--- config.mk ---
export PLATFORM = sky130hd
export DESIGN_NAME = ip_uart_tx_fifo
export DESIGN_NICKNAME = d
export VERILOG_FILES = /design/src/rtl/ip_uart_tx_fifo_pkg.sv /design/src/rtl/ip_uart_sync_fifo.sv /design/src/rtl/ip_uart_tx_fifo.sv
export SDC_FILE = /design/constraint.sdc
export NUM_CORES = 1
export LEC_CHECK = 0
export ABC_AREA = 1
export CORE_MARGIN = 2
export CORE_UTILIZATION = 49
export CTS_BUF_LIST = sky130_fd_sc_hd__clkbuf_16
export CTS_CLUSTER_DIAMETER = 100
export DETAILED_ROUTE_END_ITERATION = 6
export HOLD_SLACK_MARGIN = 0.02
export PLACE_DENSITY = 0.68
export REMOVE_ABC_BUFFERS = 1
export SLEW_MARGIN = 0
export SYNTH_ARGS = -nofsm -noshare
export SYNTH_HDL_FRONTEND = slang
export SYNTH_SLANG_ARGS = --single-unit
--- constraint.sdc ---
create_clock -name clk -period 2.5 [get_ports clk]
set_clock_uncertainty 0.1 [all_clocks]
set_input_delay 0.375 -clock clk [delete_from_list [all_inputs] [get_ports clk]]
set_output_delay 0.375 -clock clk [all_outputs]
set_load 0.01 [all_outputs]
--- src/rtl/ip_uart_tx_fifo_pkg.sv ---
// Shared constants and types for the UART TX byte FIFO: I/O port map,
// status register layout and drain FSM states.
package ip_uart_tx_fifo_pkg;

  localparam int unsigned ADDR_W  = 8;
  localparam int unsigned DATA_W  = 8;
  localparam int unsigned LEVEL_W = 5;

  localparam logic [ADDR_W-1:0] DATA_PORT_DEF = 8'h10;
  localparam logic [ADDR_W-1:0] STAT_PORT_DEF = 8'h11;

  // Status register bit positions
  localparam int unsigned ST_FULL      = 7;
  localparam int unsigned ST_EMPTY     = 6;
  localparam int unsigned ST_ACTIVE    = 5;
  localparam int unsigned ST_LEVEL_MSB = 4;
  localparam int unsigned ST_LEVEL_LSB = 0;

  localparam int unsigned CTRL_FLUSH = 0;

  typedef struct packed {
    logic               full;
    logic               empty;
    logic               active;
    logic [LEVEL_W-1:0] level;
  } status_t;

  typedef enum logic [1:0] {
    TX_IDLE = 2'd0,
    TX_REQ  = 2'd1,
    TX_WAIT = 2'd2
  } tx_state_e;

endpackage

--- src/rtl/ip_uart_sync_fifo.sv ---
// Single-clock FIFO with level tracking and a synchronous flush.
// Flush wins over a coincident push or pop.
module ip_uart_sync_fifo #(
  parameter int unsigned DEPTH_LOG2 = 4,
  parameter int unsigned WIDTH      = 8
) (
  input  logic                  clk,
  input  logic                  reset,
  input  logic                  push,
  input  logic [WIDTH-1:0]      wdata,
  input  logic                  pop,
  input  logic                  flush,
  output logic [WIDTH-1:0]      rdata,
  output logic [DEPTH_LOG2:0]   level,
  output logic                  full,
  output logic                  empty
);

  localparam int unsigned DEPTH = 1 << DEPTH_LOG2;
  localparam int unsigned LVL_W = DEPTH_LOG2 + 1;

  logic [WIDTH-1:0]      mem_q [DEPTH];
  logic [DEPTH_LOG2-1:0] wr_ptr_q, wr_ptr_d;
  logic [DEPTH_LOG2-1:0] rd_ptr_q, rd_ptr_d;
  logic [LVL_W-1:0]      level_q, level_d;
  logic                  do_push, do_pop;

  assign full    = (level_q == LVL_W'(DEPTH));
  assign empty   = (level_q == '0);
  assign level   = level_q;
  assign rdata   = mem_q[rd_ptr_q];
  assign do_push = push & ~full & ~flush;
  assign do_pop  = pop & ~empty & ~flush;

  always_comb begin
    wr_ptr_d = wr_ptr_q;
    rd_ptr_d = rd_ptr_q;
    level_d  = level_q;
    if (flush) begin
      wr_ptr_d = '0;
      rd_ptr_d = '0;
      level_d  = '0;
    end else begin
      if (do_push) wr_ptr_d = wr_ptr_q + 1'b1;
      if (do_pop)  rd_ptr_d = rd_ptr_q + 1'b1;
      case ({do_push, do_pop})
        2'b10:   level_d = level_q + 1'b1;
        2'b01:   level_d = level_q - 1'b1;
        default: level_d = level_q;
      endcase
    end
  end

  always_ff @(posedge clk or posedge reset) begin
    if (reset) begin
      wr_ptr_q <= '0;
      rd_ptr_q <= '0;
      level_q  <= '0;
    end else begin
      wr_ptr_q <= wr_ptr_d;
      rd_ptr_q <= rd_ptr_d;
      level_q  <= level_d;
    end
  end

  // Storage carries no reset; stale entries are never read while empty.
  always_ff @(posedge clk) begin
    if (do_push) mem_q[wr_ptr_q] <= wdata;
  end

endmodule

--- src/rtl/ip_uart_tx_fifo.sv ---
// UART TX byte FIFO: I/O bus decode, status read register and the FSM that
// drains queued bytes into the ip_uart serialiser over send_data/req/busy.
module ip_uart_tx_fifo
  import ip_uart_tx_fifo_pkg::*;
#(
  parameter int unsigned       DEPTH_LOG2 = 4,
  parameter logic [ADDR_W-1:0] DATA_PORT  = DATA_PORT_DEF,
  parameter logic [ADDR_W-1:0] STAT_PORT  = STAT_PORT_DEF
) (
  input  logic              clk,
  input  logic              reset,
  input  logic [ADDR_W-1:0] bus_address,
  input  logic              bus_ioreq,
  input  logic              bus_write,
  input  logic              bus_valid,
  output logic              bus_ready,
  input  logic [DATA_W-1:0] bus_wdata,
  output logic [DATA_W-1:0] bus_rdata,
  output logic              bus_rdata_en,
  output logic [DATA_W-1:0] send_data,
  output logic              send_req,
  input  logic              send_busy
);

  localparam int unsigned LVL_W = DEPTH_LOG2 + 1;

  logic              dec_d, dec_s;
  logic              push, stat_rd, flush;
  logic              fifo_pop, fifo_full, fifo_empty;
  logic [DATA_W-1:0] fifo_rdata;
  logic [LVL_W-1:0]  fifo_level;
  status_t           status;

  tx_state_e         state_q, state_d;
  logic              send_req_q, send_req_d;
  logic [DATA_W-1:0] send_data_q, send_data_d;
  logic              rdata_en_q, rdata_en_d;
  logic [DATA_W-1:0] rdata_q, rdata_d;

  assign dec_d = bus_ioreq & (bus_address == DATA_PORT);
  assign dec_s = bus_ioreq & (bus_address == STAT_PORT);

  // Data-port reads are never accepted; writes stall while full.
  assign bus_ready = (dec_d & bus_write & ~fifo_full) | dec_s;
  assign push      = dec_d & bus_write & bus_valid & ~fifo_full;
  assign stat_rd   = dec_s & ~bus_write & bus_valid;
  assign flush     = dec_s & bus_write & bus_valid & bus_wdata[CTRL_FLUSH];

  ip_uart_sync_fifo #(
    .DEPTH_LOG2 (DEPTH_LOG2),
    .WIDTH      (DATA_W)
  ) u_fifo (
    .clk   (clk),
    .reset (reset),
    .push  (push),
    .wdata (bus_wdata),
    .pop   (fifo_pop),
    .flush (flush),
    .rdata (fifo_rdata),
    .level (fifo_level),
    .full  (fifo_full),
    .empty (fifo_empty)
  );

  always_comb begin
    status        = '0;
    status.full   = fifo_full;
    status.empty  = fifo_empty;
    status.active = (state_q != TX_IDLE);
    status.level  = LEVEL_W'(fifo_level);
  end

  always_comb begin
    rdata_en_d = stat_rd;
    rdata_d    = '0;
    if (stat_rd) rdata_d = status;
  end

  // Drain FSM; a flush in the same cycle blocks the pop so no flushed byte leaks.
  always_comb begin
    state_d     = state_q;
    send_req_d  = 1'b0;
    send_data_d = send_data_q;
    fifo_pop    = 1'b0;
    case (state_q)
      TX_IDLE: begin
        if (~fifo_empty & ~send_busy & ~flush) begin
          fifo_pop    = 1'b1;
          send_data_d = fifo_rdata;
          state_d     = TX_REQ;
        end
      end
      TX_REQ: begin
        if (send_busy) state_d = TX_WAIT;
        else           send_req_d = 1'b1;
      end
      TX_WAIT: begin
        if (~send_busy) state_d = TX_IDLE;
      end
      default: state_d = TX_IDLE;
    endcase
  end

  always_ff @(posedge clk or posedge reset) begin
    if (reset) begin
      state_q     <= TX_IDLE;
      send_req_q  <= 1'b0;
      send_data_q <= '0;
      rdata_en_q  <= 1'b0;
      rdata_q     <= '0;
    end else begin
      state_q     <= state_d;
      send_req_q  <= send_req_d;
      send_data_q <= send_data_d;
      rdata_en_q  <= rdata_en_d;
      rdata_q     <= rdata_d;
    end
  end

  assign send_req     = send_req_q;
  assign send_data    = send_data_q;
  assign bus_rdata_en = rdata_en_q;
  assign bus_rdata    = rdata_q;

endmodule

Word-level counts from Yosys, hierarchy flattened
Memories as Yosys holds them, arrays and structs flattened. A register that Yosys moved wholly into a read port is not among the register bits.
Index checks and enable logic that the tools add are counted.
{"block": "word_totals", "word_cells": 70, "ff_bits": 25, "ramBits": 128, "inputBits": 22, "memories": 1}
{"memory": "u_fifo.mem_q", "depth": 16, "width": 8, "read_ports": 1, "rd_ports_with_merged_regs": 1, "write_ports": 1, "line_no": "ip_uart_sync_fifo.sv:22", "source": "logic [WIDTH-1:0] mem_q [DEPTH];"}
{"block": "op_classes", "addsub": 4, "muxes": 17, "n_reduce_logical": 8, "bitwise_logic": 23, "eq_ne": 10}
{"operator": "$and 1x1->1", "count": 17}
{"operator": "$eq 8x5->1 const B", "count": 2}
{"operator": "$mux 4", "count": 4}
{"operator": "$pmux 5 s2", "count": 1}
{"operator": "$add 4x1->4 const B", "count": 2}
{"operator": "$mux 8", "count": 1}
{"operator": "$mux 1", "count": 6}
{"operator": "$mux 2", "count": 3}
{"operator": "$ne 2x2->1 const B", "count": 3}
{"operator": "$pmux 2 s3", "count": 1}
{"operator": "$reduce_bool 2->1", "count": 3}
{"operator": "$add 5x1->5 const B", "count": 1}
{"operator": "$eq 5x5->1 const B", "count": 1}
{"operator": "$logic_not 5->1", "count": 1}
{"operator": "$mux 5", "count": 1}
{"operator": "$not 1->1", "count": 5}
{"operator": "$sub 5x1->5 const B", "count": 1}
{"operator": "$eq 2x1->1 const B", "count": 2}
{"operator": "$eq 2x2->1 const B", "count": 2}
{"operator": "$reduce_and 3->1", "count": 1}
{"operator": "$reduce_bool 3->1", "count": 1}
{"operator": "$logic_not 2->1", "count": 1}
{"operator": "$reduce_and 2->1", "count": 1}
{"operator": "$or 1x1->1", "count": 1}

Longest topological paths before layout
{"block": "depth", "ltp_word": 14, "depth_mapped": 18}

Hierarchy
A second synthesis with hierarchy kept.
{"block": "unflattened", "cells_unflattened": 624, "hier_area_um2": 6989.2}
{"module": "ip_uart_sync_fifo", "cells_each": 531, "area_per_inst_um2": 6158.4, "n_inst": 1}
{"module": "ip_uart_tx_fifo", "cells_each": 93, "area_per_inst_um2": 830.8, "n_inst": 1}

Least setup slack after synthesis
OpenSTA, ideal clock, no wires.
{"block": "synth_path", "kind": "input to register", "from": "input port bus_address[5]", "to": "memory u_fifo.mem_q[2][0], enable pin", "setup_slack_ns": 0.344, "setup_ns": 0.383, "path_stages": 7, "t_arrival_ns": 1.672, "path_cell_list": "nor2_2 -> nand2_2 -> nor2_4 -> nand3_2 -> nor2_8 -> nand2_1 -> nor3_1"}
{"block": "synth_between", "elab_chain_len": 9, "elab_cells_between_ends": 15}
{"element": "start: declaration", "line_no": "ip_uart_tx_fifo.sv:12", "source": "input logic [ADDR_W-1:0] bus_address,"}
{"element": "$eq 8x5->1, on equally long branches", "line_no": "ip_uart_tx_fifo.sv:40, ip_uart_tx_fifo.sv:41"}
{"element": "$and 1x1->1, on equally long branches", "line_no": "ip_uart_tx_fifo.sv:40, ip_uart_tx_fifo.sv:41"}
{"element": "$and 1x1->1, on equally long branches (3 in series)", "line_no": "ip_uart_tx_fifo.sv:45, ip_uart_tx_fifo.sv:47"}
{"element": "$and 1x1->1 or $not 1->1 (tied branches)", "line_no": "ip_uart_sync_fifo.sv:32", "source": "assign do_push = push & ~full & ~flush;"}
{"element": "$and 1x1->1 *", "line_no": "ip_uart_sync_fifo.sv:32"}
{"element": "$mux 1 *", "line_no": "ip_uart_sync_fifo.sv:68", "source": "if (do_push) mem_q[wr_ptr_q] <= wdata;"}
{"element": "$mux 1 (implied by the code) *", "line_no": "ip_uart_sync_fifo.sv:68"}
{"element": "end: declaration", "line_no": "ip_uart_sync_fifo.sv:22"}
Mark *: on every way between the ends. The rest lies on a longest branch, timed or not.

Final worst setup path
{"block": "layout_path", "from": "input port bus_write", "to": "register u_fifo.level_q[4], in the netlist u_fifo.level[4]"}
{"block": "layout_between", "elab_chain_len": 12, "elab_cells_between_ends": 19}
{"element": "start: declaration", "line_no": "ip_uart_tx_fifo.sv:14", "source": "input logic bus_write,"}
{"element": "$and 1x1->1 (3 in series)", "line_no": "ip_uart_tx_fifo.sv:47", "source": "assign flush = dec_s & bus_write & bus_valid & bus_wdata[CTRL_FLUSH];"}
{"element": "$not 1->1", "line_no": "ip_uart_sync_fifo.sv:32, ip_uart_sync_fifo.sv:33, ip_uart_tx_fifo.sv:87"}
{"element": "$and 1x1->1", "line_no": "ip_uart_tx_fifo.sv:87", "source": "if (~fifo_empty & ~send_busy & ~flush) begin"}
{"element": "$mux 1", "line_no": "ip_uart_tx_fifo.sv:87"}
{"element": "$mux 1", "line_no": "ip_uart_tx_fifo.sv:85", "source": "case (state_q)"}
{"element": "$and 1x1->1 (2 in series)", "line_no": "ip_uart_sync_fifo.sv:33", "source": "assign do_pop = pop & ~empty & ~flush;"}
{"element": "$eq 2x1->1 or $eq 2x2->1 (tied branches)", "line_no": "ip_uart_sync_fifo.sv:46", "source": "case ({do_push, do_pop})"}
{"element": "$pmux 5 s2", "line_no": "ip_uart_sync_fifo.sv:46"}
{"element": "$mux 5", "line_no": "ip_uart_sync_fifo.sv:39", "source": "if (flush) begin"}
{"element": "end signal: assignment", "line_no": "ip_uart_sync_fifo.sv:62", "source": "level_q <= level_d;"}
{"element": "end: declaration", "line_no": "ip_uart_sync_fifo.sv:25", "source": "logic [LVL_W-1:0] level_q, level_d;"}
Parallel ways exist; a longest one is shown, timed or not.
A chain may end at the register's enable or synchronous reset.

==> results.sh <==
export IMPL_globalplace_congestion=0.8476
export IMPL_routedWlPerCell_um=18.34
export IMPL_min_path_type="primary input to async pin"
export IMPL_synth_cell_types=36
export IMPL_postCtsSetupRepairBufs=0
export IMPL_ant_nets=0
export IMPL_avgViaCountPerCell=5.574
export IMPL_rsz0062_at_grt="false"
export IMPL_grt_max_degree=49
export IMPL_syn_avg_cell_area_um2=11.66
export IMPL_core_area_um2=13770
export IMPL_arrival_ns=2.52
export IMPL_startpoint_type="primary input"
export IMPL_clkSlewWorstSetupHoldPaths_ns=0.06
export IMPL_period_needed_ns=2.299
export IMPL_m1WireLength_um=6554
export IMPL_tightest_slew_ns=0.6217
export IMPL_whs_ns=0.1703
export IMPL_die_h_um=122.1
export IMPL_fin_crit_sh=0.9195
export IMPL_cp_end_kind="flip-flop"
export IMPL_grt_pass1_vias=4881
export IMPL_cts_tree="done"
export IMPL_slew_violations=0
export IMPL_setup_viol=0
export IMPL_setup_ws_ns=0.2011
export IMPL_cts_buffers=17
export IMPL_grt_antenna_before_repair=0
export IMPL_vias=4749
export IMPL_n_antenna_cell=0
export IMPL_overflow=0
export IMPL_yosys_warnings=0
export IMPL_layout_drive_gt1_share=0.1518
export IMPL_place_port_buffers=40
export IMPL_leakagePower_nw=3.166
export IMPL_route_detailed_drc=0
export IMPL_synthToLayoutAreaGrowth_pct=22.19
export IMPL_stdcell_count=852
export IMPL_dp_hpwl_um=10140
export IMPL_clock_fmax_mhz=435.0
export IMPL_crit_top_cell="nand2_1"
export IMPL_postRouteWirelength_um=15630
export IMPL_cts_sinks=161
export IMPL_die_area_um2=14900
export IMPL_drtIter0Drc=461
export IMPL_met2_wirelength_um=7515
export IMPL_fin_nets=690
export IMPL_hold_viol=0
export IMPL_pre_cts_slack_ns=-0.2128
export IMPL_drt_pass1_iterations=5
export IMPL_io_pins=41
export IMPL_worstPathCellList="clkdlybuf4s50_1 -> nand3_1 -> nor2_1 -> nand4_1 -> nand2_2 -> inv_1 -> ha_1 -> a21oi_1 -> nand2_1 -> nand2_1 -> nand2_1 -> nand3_1 -> nand2_1 -> nand3_1 -> nand2_1"
export IMPL_netlist_area_um2=6833
export IMPL_crit_buf_inv=2
export IMPL_power_mw=8.866
export IMPL_synthCells=586
export IMPL_slowest_stage="clkdlybuf4s50_1"
export IMPL_power_density_nw_per_um2=1062
export IMPL_peakVddDrop_mv=0.5026
export IMPL_rows=43
export IMPL_track_usage=0.2295
export IMPL_synth_seq_cells=161
export IMPL_clk_latency_ns=0.43
export IMPL_clockRootBuffer="clkbuf_16"
export IMPL_max_cap_viol_count=0
export IMPL_critPathKind="primary input to flip-flop"
export IMPL_dpl_cell_count=820
export IMPL_grt_pass1_wl_um=25190
export IMPL_cp_max_fo=4
export IMPL_max_stage_delay_ns=0.57
export IMPL_start_util=0.4961
export IMPL_n_fill_cell=1129
export IMPL_yosysSeqAreaShare=0.6834
export IMPL_top_layer="met4"
export IMPL_met3WireLength_um=1057
export IMPL_slew_headroom=0.5842
export IMPL_die_width_um=122.1
export IMPL_clockBufferDepth=2
export IMPL_h_tree_depth=4
export IMPL_status="completed"
export IMPL_critPathRequiredTime_ns=2.73
export IMPL_path_delay_family="simple AND/OR/NAND/NOR gates"
registers in the layout, summed over array words and instances (netlist names):
register and cells:
bus_rdata 8, bus_rdata_en 1, u_fifo.level 5, state_q 2
u_fifo.rd_ptr_q 4, send_data 8, u_fifo.wr_ptr_q 4, send_req 1
u_fifo.mem_q 128
path summary, 6_finish.rpt:
path	from	to	slack (ns)	cells after the start
setup / recovery	bus_write	u_fifo.level[4]	0.20	15
hold / removal	reset	bus_rdata[4]	0.17	2
setup reg to reg	u_fifo.level[1]	u_fifo.level[4]	0.20	14
hold reg to reg	send_data[4]	send_data[4]	0.40	2
max in group asynchronous	reset	u_fifo.rd_ptr_q[0]	1.61	3
min in group clk	send_data[4]	send_data[4]	0.40	2
Yosys cell counts:
library cell,number,share of area
a21oi_1,6,0.0044
a21oi_2,2,0.0026
and3_1,2,0.0018
buf_2,15,0.011
buf_4,2,0.0022
buf_6,3,0.0049
clkbuf_1,5,0.0027
clkbuf_2,2,0.0015
clkinv_1,1,0.00055
dfrtp_1,33,0.12
edfxtp_1,128,0.56
fa_1,1,0.0029
ha_1,8,0.015
inv_1,28,0.015
inv_2,6,0.0033
nand2_1,63,0.035
nand2_2,6,0.0055
nand2_4,2,0.0033
nand3_1,27,0.020
nand3_2,2,0.0029
nand3b_1,2,0.0022
nand4_1,3,0.0027
nor2_1,114,0.063
nor2_2,2,0.0018
nor2_4,4,0.0066
nor2_8,1,0.0029
nor3_1,4,0.0029
nor3_4,1,0.0024
o211ai_1,21,0.023
o21a_1,1,0.0011
o21ai_0,59,0.043
o21ai_1,18,0.013
o221ai_1,11,0.014
o31ai_1,1,0.0011
xnor2_1,1,0.0013
xor2_1,1,0.0013
kinds of logic after synthesis:
logic type      count (synthesis)  share of synthesized area
flops                         161                     0.6834
buf+inv                        62                    0.04157
xor+xnor                        2                   0.002564
fa+ha+maj                       9                    0.01758
compound gates                119                     0.1027
simple gates                  233                     0.1522
power by group:
group | total, mW | switching (mW) | leakage (nW) | internal [mW]
logic | 2.65 | 1.69 | 1.28 | 0.967
registers | 3.22 | 0.165 | 1.56 | 3.05
clock network | 2.99 | 1.03 | 0.335 | 1.97
total | 8.87 | 2.88 | 3.17 | 5.99
cell usage in the layout, fill, tap and decap left out, types with 7 or more instances in the layout:
cell type and count:
clkbuf_16 17, o221ai_1 11, edfxtp_1 128, o21ai_0 59, nand2_1 63, nand3_1 26, o211ai_1 21, ha_1 8
inv_1 28, o21ai_1 18, bufinv_16 7, dfrtp_1 32, clkdlybuf4s50_1 39, buf_4 39, nor2_1 112
metal layers:
metal  track usage  vias to the layer above
met5             0                        -
met4        0.1178                        0
met3       0.05290                       39
met2        0.3642                      187
met1        0.2971                     2318
li1              -                     2205
metrics by stage:
step | setup TNS (ns) | area, um2 | utilization
after global placement | -0.1270 | 7640 | 0.5547
after floorplan | -1.583 | 6680 | -
final | 0 | 8349 | 0.6062
after CTS | 0 | 8339 | 0.6055
after detailed placement | -0.3982 | 7640 | 0.5547
after global routing | 0 | 8349 | 0.6062
timing repair:
| item | in CTS | in global routing |
|---|---|---|
| gates cloned | 0 | 0 |
| hold buffers | 0 | 0 |
| setup endpoints to repair | 1 | 1 |
| resized for setup | 3 | 3 |
cell type report:
| type | count | area, um2 | area share |
|---|---|---|---|
| multi-input cells | 363 | 1902 | 0.2278 |
| clock buffers | 17 | 425.4 | 0.05095 |
| repair buffers | 81 | 732.0 | 0.08767 |
| flip-flops and latches | 161 | 4671 | 0.5594 |
| well taps | 180 | 225.2 | 0.02697 |
| inverters | 35 | 131.4 | 0.01574 |
| clock inverters | 15 | 262.8 | 0.03147 |
(Power assumes the default switching activity.)
